### src/rtl/storesel_ctrl.sv
// Store byte-select controller: lane-aligns store data, builds byte enables and
// issues one or two word-aligned write beats over a we/ack memory handshake.
//
// state | meaning
// IDLE  | ready for a request; req_ready=1
// BEAT0 | first (or only) write beat on the memory port, waiting for mem_ack
// BEAT1 | second beat of a word-crossing store, waiting for mem_ack
// DONE  | done pulse (with err if the request was rejected), back to IDLE
module storesel_ctrl #(
  parameter int n           = 32,
  parameter int MISALIGN_EN = 1
) (
  input  logic         clk,
  input  logic         rst_n,
  input  logic         req_valid,
  output logic         req_ready,
  input  logic [2:0]   req_sel,
  input  logic [n-1:0] req_addr,
  input  logic [n-1:0] req_data,
  output logic         mem_we,
  output logic [n-1:0] mem_addr,
  output logic [n-1:0] mem_wdata,
  output logic [3:0]   mem_be,
  input  logic         mem_ack,
  output logic         done,
  output logic         err
);

  typedef enum logic [1:0] {IDLE, BEAT0, BEAT1, DONE} state_t;

  state_t         state;
  logic [3:0]     base_be;
  logic [n-1:0]   masked;
  logic           legal;
  logic [7:0]     be8;
  logic [2*n-1:0] d64;
  logic           split;
  logic [n-1:0]   beat0_addr;
  logic [n-1:0]   b1_addr;
  logic [n-1:0]   b1_wdata;
  logic [3:0]     b1_be;
  logic           split_q;

  // Decode the incoming request: size mask, lane shift and word-crossing detect
  always_comb begin
    base_be = 4'b0000;
    masked  = '0;
    legal   = 1'b1;
    case (req_sel)
      3'b000: begin
        base_be = 4'b1111;
        masked  = req_data;
      end
      3'b001: begin
        base_be = 4'b0011;
        masked  = {{(n-16){1'b0}}, req_data[15:0]};
      end
      3'b010: begin
        base_be = 4'b0001;
        masked  = {{(n-8){1'b0}}, req_data[7:0]};
      end
      default: legal = 1'b0;
    endcase
    be8        = {4'b0000, base_be} << req_addr[1:0];
    d64        = {{n{1'b0}}, masked} << {req_addr[1:0], 3'b000};
    split      = |be8[7:4];
    beat0_addr = {req_addr[n-1:2], 2'b00};
  end

  assign req_ready = (state == IDLE);

  // Sequencer: accept, drive beats until acked, then pulse done for one cycle
  always_ff @(posedge clk or negedge rst_n) begin
    if (!rst_n) begin
      state     <= IDLE;
      mem_we    <= 1'b0;
      mem_addr  <= '0;
      mem_wdata <= '0;
      mem_be    <= 4'b0000;
      done      <= 1'b0;
      err       <= 1'b0;
      b1_addr   <= '0;
      b1_wdata  <= '0;
      b1_be     <= 4'b0000;
      split_q   <= 1'b0;
    end else begin
      case (state)
        IDLE: begin
          done <= 1'b0;
          err  <= 1'b0;
          if (req_valid) begin
            if (!legal || (split && (MISALIGN_EN == 0))) begin
              state <= DONE;
              done  <= 1'b1;
              err   <= 1'b1;
            end else begin
              state     <= BEAT0;
              mem_we    <= 1'b1;
              mem_addr  <= beat0_addr;
              mem_wdata <= d64[n-1:0];
              mem_be    <= be8[3:0];
              b1_addr   <= beat0_addr + n'(4);
              b1_wdata  <= d64[2*n-1:n];
              b1_be     <= be8[7:4];
              split_q   <= split;
            end
          end
        end
        BEAT0: begin
          if (mem_ack) begin
            if (split_q) begin
              state     <= BEAT1;
              mem_addr  <= b1_addr;
              mem_wdata <= b1_wdata;
              mem_be    <= b1_be;
            end else begin
              state  <= DONE;
              mem_we <= 1'b0;
              done   <= 1'b1;
            end
          end
        end
        BEAT1: begin
          if (mem_ack) begin
            state  <= DONE;
            mem_we <= 1'b0;
            done   <= 1'b1;
          end
        end
        DONE: begin
          state <= IDLE;
          done  <= 1'b0;
          err   <= 1'b0;
        end
        default: state <= IDLE;
      endcase
    end
  end

endmodule

### config.mk
export PLATFORM = sky130hd
export DESIGN_NAME = storesel_ctrl
export DESIGN_NICKNAME = d
export VERILOG_FILES = /design/src/rtl/storesel_ctrl.sv
export SDC_FILE = /design/constraint.sdc
export NUM_CORES = 1
export LEC_CHECK = 0
export ABC_CLOCK_PERIOD_IN_PS = 2850
export CORE_ASPECT_RATIO = 0.9
export CORE_MARGIN = 2
export CORE_UTILIZATION = 51
export CTS_CLUSTER_DIAMETER = 150
export DETAILED_ROUTE_END_ITERATION = 10
export PLACE_DENSITY = 0.87
export SYNTH_ARGS = -nofsm -noshare
export SYNTH_HDL_FRONTEND = slang
export SYNTH_SLANG_ARGS = --single-unit
### constraint.sdc
create_clock -name clk -period 2.85 [get_ports clk]
set_input_delay 0.4275 -clock clk [delete_from_list [all_inputs] [get_ports clk]]
set_output_delay 0.4275 -clock clk [all_outputs]
set_load 0.02 [all_outputs]
==> results of run 1 <==
[cell families (layout without fill, tap and decap cells)]
group	count (synthesis)	in the layout	share of synthesized area
buffers and inverters	67	207	0.0419
xor gates and xnor gates	28	28	0.0378
other	1	2	0.000578
adders and majority gates	6	6	0.0116
and+or+nand+nor	234	234	0.161
DFF	129	129	0.498
AOI/OAI and AO/OA	193	193	0.185
muxes	41	41	0.0637
[area by class of cell]
| type | instances | area, µm² | share of cell area |
|---|---|---|---|
| Tap cell | 164 | 205 | 0.0237 |
| Clock inverter | 5 | 75.1 | 0.00867 |
| Timing Repair Buffer | 158 | 1570 | 0.181 |
| Multi-Input combinational cell | 504 | 3010 | 0.347 |
| Clock buffer | 26 | 509 | 0.0588 |
| Sequential cell | 129 | 3230 | 0.373 |
| Inverter | 18 | 67.6 | 0.00780 |
[flip-flops by register name, summed over array words and instances (netlist names)]
| register | cells |
|---|---|
| split_q | 1 |
| b1_addr | 30 |
| b1_be | 3 |
| state | 2 |
| done | 1 |
| b1_wdata | 24 |
| mem_wdata | 32 |
| mem_addr | 30 |
| err | 1 |
| mem_we | 1 |
| mem_be | 4 |
[layout by cell type, fill, tap and decap left out, drive strengths merged, types with 2 or more instances in the layout]
cell type / Yosys / final
a221oi: 18 / 18
nor4: 5 / 5
a22o: 9 / 9
nand2b: 2 / 2
nand2: 109 / 109
mux2: 2 / 2
and4: 2 / 2
clkbuf: 35 / 26
or4: 2 / 2
ha: 6 / 6
conb: 1 / 2
mux2i: 39 / 39
and2: 3 / 3
o21ai: 88 / 88
nor3: 15 / 15
xnor2: 20 / 20
buf: 14 / 19
clkinv: 0 / 3
or3: 2 / 2
or2: 2 / 2
a21oi: 32 / 32
a22oi: 25 / 25
a31oi: 2 / 2
nand4: 8 / 8
and3: 4 / 4
a21o: 5 / 5
nand3: 12 / 12
dfrtp: 129 / 129
nor2: 66 / 66
xor2: 8 / 8
inv: 18 / 18
bufinv: 0 / 2
o32ai: 8 / 8
clkdlybuf4s50: 0 / 139
[through the flow]
| stage | setup slack [ps] | std cells |
|---|---|---|
| 3_3_place_gp | 342 | 973 |
| 4_1_cts | 442 | 1004 |
| 6_report | 451 | 1004 |
| 2_1_floorplan | 799 | 700 |
| 3_5_place_dp | 286 | 973 |
| 5_1_grt | 291 | 1004 |
[worst paths after layout]
check / to / slack (ps) / cells past startpoint
worst max-delay path: req_ready / 450 / 3
worst min-delay path: mem_wdata[31] / 70 / 1
worst max register to register: mem_addr[8] / 480 / 6
worst min register to register: b1_wdata[11] / 480 / 2
max in group asynchronous: mem_addr[19] / 2090 / 2
min in group clk: b1_wdata[11] / 480 / 2
[worst max-delay path, cell delays in order (launching register included)]
cell and delay (ps):
dfrtp_1 440, inv_1 140, ha_1 320, clkdlybuf4s50_1 660
[cells in the mapped netlist (4+ instances only)]
cell | number | share of area
a21oi_1 | 32 | 0.025
nor3_1 | 14 | 0.011
mux2i_1 | 39 | 0.060
o32ai_1 | 8 | 0.011
nor2_1 | 66 | 0.038
xor2_1 | 8 | 0.011
a22oi_1 | 24 | 0.028
nand3_1 | 12 | 0.0093
a22o_1 | 9 | 0.012
o21ai_1 | 4 | 0.0031
xnor2_1 | 20 | 0.027
a221oi_1 | 18 | 0.024
nand2_1 | 109 | 0.063
o21ai_0 | 83 | 0.064
buf_2 | 4 | 0.0031
a21o_1 | 5 | 0.0058
inv_1 | 18 | 0.010
clkbuf_1 | 35 | 0.020
nand4_1 | 7 | 0.0068
ha_1 | 6 | 0.012
buf_1 | 7 | 0.0041
dfrtp_1 | 129 | 0.50
[where the power goes]
part           total (W)  internal, W  switching [W]
Clock            0.00216      0.00139       0.000764
Sequential       0.00305      0.00261       0.000448
Combinational    0.00387      0.00170        0.00218
Total            0.00909      0.00570        0.00339
[layer usage]
metal	global-route usage	up-vias	share of wire
met2	0.413	292	0.47
li1	-	2723	-
met3	0.0813	49	0.099
met1	0.358	2785	0.40
met5	0	-	0
met4	0.0981	0	0.027
==> qor.yml, run 1 <==
outcome:
  status: "completed"
placement:
  placed_area_um2: 8080
  gp_congestion: 0.894
  hpwlAfterDp_um: 12200
  portBuffers: 140
timing:
  drv_slew: 0
  max_freq_ghz: 0.417
  rsz0062_at_grt: "no"
  setup_violations: 0
  max_slew_margin: 0.0670
  tightest_slew_ps: 1390
  hold_viol: 0
  post-route-min-period_ps: 2400
  finClkSkew_ps: 5.85
  setup-tns-final_ps: 0
  hold_slack_ps: 69.7
  period_share: 0.842
flow_run:
  maxCapViolations: 0
finish:
  area_growth_pct: 33.6
  fin_util: 0.691
  postLayoutCellArea_um2: 8660
  final_nets: 905
  fill_cells: 958
  diodes: 0
  drive_gt1_frac: 0.0750
clock_network:
  post-cts-setup-buffers: 0
  path_clk_slew_ps: 60
  hold_buffers: 0
  cts-root-buf: "clkbuf_16"
  cts.sinks: 129
  cts_resized: 0
  cts_tree: "done"
  htreeDepth: 4
  numCtsBuffers: 17
  clock_latency_ps: 420
  clk_path_buf_depth: 2
critical_path:
  end_kind: "primary output"
  critical_path_class: "reg2out"
  required_ps: 2420
  arrival_ps: 1970
  r2r-start: "state[0]"
  cp_max_fo: 6
  critPathLaunch: "state[0]"
  start_kind: "flop"
route:
  num_vias: 5849
  dr.pass1.iters: 5
  first_iter_violations: 620
  wl_um: 17800
  vias_per_cell: 5.83
  wl_per_cell_um: 17.7
  ant_nets: 0
  drt_drc_violations_left: 0
global_route:
  antenna_found_initial: 0
  grt_pass1_wl_um: 28500
  grt_pass1_vias: 5678
  grt.overflow.total: 0
  grtUsageTotal: 0.268
  grt_max_degree: 62
yosys:
  syn-mean-instance-area_um2: 9.28
  synth_ff_type: "dfrtp_1"
  yosysSeqAreaShare: 0.498
  syn_area_um2: 6480
  yosysWarnings: 0
  synth_cell_types: 53
  syn-instance-count: 699
  async_flop_share: 1.00
  synth_edf_count: 0
  ys_seq_elements: 129
power:
  ir_drop_uv: 651
  p_leak_nw: 3.73
  p_per_area_nw_per_um2: 1050
  fin_total_pwr_w: 0.00909
floorplanning:
  die_h_um: 111
  io_pins: 143
  start_util: 0.517
  fp-row-count: 39
  die_area_um2: 13600
  core-area_um2: 12500
  die_w_um: 123
min_path:
  worstHoldPathType: "in2async"
Power figures use the tool's default switching activity.
==> inputs of run 2 (changes only) <==
Settings changed: ABC_CLOCK_PERIOD_IN_PS 2850 to 2200, CORE_UTILIZATION 51 to 46, PLACE_DENSITY 0.87 to 0.83.
Clock period 2.85 ns to 2.2 ns, I/O delays scaled along.
==> run 2 against run 1 <==
  * Global-route usage decreased by 1.4 points
  * Largest power group unchanged
  * Clock power increased by 33%
  * Sequential power increased by 30%
  * Critical path depth increased by 4
  * Die area increased by 10%
  * Worst hold slack improved by 390 ps
  * First-iteration DRC count decreased by 30%
  * Via count increased by 2.7%
  * Cell count increased by 8.1%
  * Total power increased by 33%
  * Design area increased by 5.7%
  * Core utilization decreased by 3.2 points
==> qor.yml, run 2 (same netlist as run 1, synthesis figures left out) <==
critical_path:
  end_kind: "flop"
  reg2reg_depth: 7  # +1
  r2r-end: "mem_wdata[7]"
  required_ps: 2500  # +80 ps
  r2r-start: "state[0]"
  start_kind: "flop"
  arrival_ps: 2290  # +320 ps
  cp_max_fo: 21  # +15
  critical_path_class: "reg2reg"
  reg2reg_slack_ps: 210  # -270 ps
global_route:
  grt_pass1_vias: 5856  # +3.1%
  grt_pass1_wl_um: 29700  # +4.0%
  grt_use_met3: 0.0650  # -0.0162
  grt_max_degree: 61  # -1.6%
  grt.overflow.total: 0  # unchanged
  use_met1: 0.323  # -0.0355
  grt.busiest_layer: "met2"
  grtUsageTotal: 0.255  # -0.0137
  grtUsageMet2: 0.432  # +0.0190
  antenna_found_initial: 0  # unchanged
finish:
  fin_util: 0.658  # -0.0323
  area_growth_pct: 41.2
  fill_cells: 1080  # +13%
  layout_commonest_cell: "clkdlybuf4s50_1"
  final_nets: 956  # +5.6%
  final_cell_mix: "clkdlybuf4s50_1, dfrtp_1, nand2_1"
  top_regs: "mem_wdata: 32 flops, b1_addr: 30 flops, mem_addr: 30 flops"
  stdcell_count: 1085  # +8.1%
  drive_gt1_frac: 0.131  # +0.0562
  largest_reg_flops: 32  # unchanged
  largest_register: "mem_wdata"
  diodes: 0  # unchanged
power:
  power.share.clock: 0.238  # about the same
  ir_drop_uv: 626  # -3.8%
  internal_power_w: 0.00760  # +33%
  netSwitchingPower_w: 0.00446  # +32%
  pwr-share-seq: 0.328  # -0.008
  sw_frac_of_total: 0.370  # -0.00316
  p_leak_nw: 4.00  # +7.3%
  p_per_area_nw_per_um2: 1320  # +26%
  power_frac_comb: 0.434  # +0.008
flow_run:
  maxCapViolations: 0  # unchanged
clock_network:
  post-cts-setup-buffers: 0  # unchanged
  cts_tree: "done"
  htreeDepth: 4  # unchanged
  cts-root-buf: "clkbuf_16"
  path_clk_slew_ps: 60  # about the same
  numCtsBuffers: 17  # unchanged
  clock_latency_ps: 420  # about the same
  clk_path_buf_depth: 2  # unchanged
  cts.sinks: 129  # unchanged
outcome:
  status: "completed"
floorplanning:
  start_util: 0.466  # -0.0506
  die_h_um: 117  # +5.1%
  io_pins: 143  # unchanged
  die_area_um2: 15100  # +10%
  fp-row-count: 41  # +5.1%
  die_w_um: 129  # +5.1%
  core-area_um2: 13900  # +11%
timing:
  finClkSkew_ps: 9.40  # +3.54 ps
  max_freq_ghz: 0.503
  setup_violations: 0  # unchanged
  post-route-min-period_ps: 1990
  max_slew_margin: 0.487  # +0.420
  hold_viol: 0  # unchanged
  setup_slack_ps: 212  # -239 ps
  rsz0062_at_grt: "no"
  period_share: 0.904
  drv_slew: 0  # unchanged
  tightest_slew_ps: 767  # -628 ps
route:
  first_iter_violations: 434  # -30%
  wl_per_cell_um: 16.9  # -5.0%
  wl_um: 18300  # +2.7%
  num_vias: 6009  # +2.7%
  drt_drc_violations_left: 0  # unchanged
  ant_nets: 0  # unchanged
  dr.pass1.iters: 5  # unchanged
  vias_per_cell: 5.54  # -4.9%
placement:
  place_inst: 1052  # +8.1%
  pre_cts_ws_ps: -65.7  # -352 ps
  portBuffers: 140  # unchanged
  gp_congestion: 0.929  # +4.0%
  hpwlAfterDp_um: 13300  # +8.9%
min_path:
  worstHoldPathType: "in2async"
-- run 2: final cells by class --
type,count,area (µm²),share of cell area
multi-input cells,504,3010,0.328
repair buffers,209,2010,0.219
inverters,18,67.6,0.00738
clock inverters,11,135,0.0148
flip-flops and latches,129,3230,0.353
clock buffers,21,470,0.0514
well taps,193,241,0.0264
-- run 2: power groups by stage --
stage          combinational, W  clock, W  sequential (W)
6_report                0.00523   0.00287         0.00395
2_1_floorplan           0.00237         0         0.00452
3_5_place_dp            0.00527         0         0.00397
5_1_grt                 0.00576   0.00303         0.00407
3_3_place_gp            0.00513         0         0.00393
4_1_cts                 0.00529   0.00291         0.00395
-- run 2: repair_timing --
action / in CTS / in global routing
hold endpoints to repair: 37 / 0
setup endpoints to repair: 1 / 0
gates resized for setup: 1 / 0
hold buffers: 1 / 0
-- run 2: worst max-delay path by stage --
stage	from	end	slack [ps]	depth (start not counted)
5_1_grt	state[0]	mem_wdata[7]	50	7
3_5_place_dp	req_addr[11]	b1_addr[25]	-70	6
4_1_cts	state[0]	mem_wdata[7]	210	7
6_report	state[0]	mem_wdata[7]	210	7
3_3_place_gp	req_addr[11]	b1_addr[31]	-10	6
2_1_floorplan	state[0]	mem_be[0]	150	8
-- run 2: metrics by stage --
step	total power (W)	hold slack, ps	cell area [µm²]	setup TNS (ps)
after detailed placement	0.00924	351	8540	-212
after global placement	0.00906	357	8540	-20.3
after floorplan	0.00689	34.4	6490	0
after CTS	0.0122	474	9150	0
after global routing	0.0129	498	9150	0
final	0.0121	464	9150	0
-- run 2: routing by layer --
| metal | part of all wire | wire length (µm) | vias to the layer above |
|---|---|---|---|
| met2 | 0.49 | 8900 | 259 |
| met5 | 0 | 0 | - |
| met4 | 0.020 | 369 | 0 |
| met3 | 0.074 | 1350 | 35 |
| li1 | - | - | 2832 |
| met1 | 0.42 | 7670 | 2883 |
-- run 2: critical path, cell delays in order (launching register included) --
cell and delay (ps):
dfrtp_1 430, inv_1 110, ha_1 280, nand2b_1 190, a22o_2 330, buf_12 200
a221oi_1 270, nor2_1 70
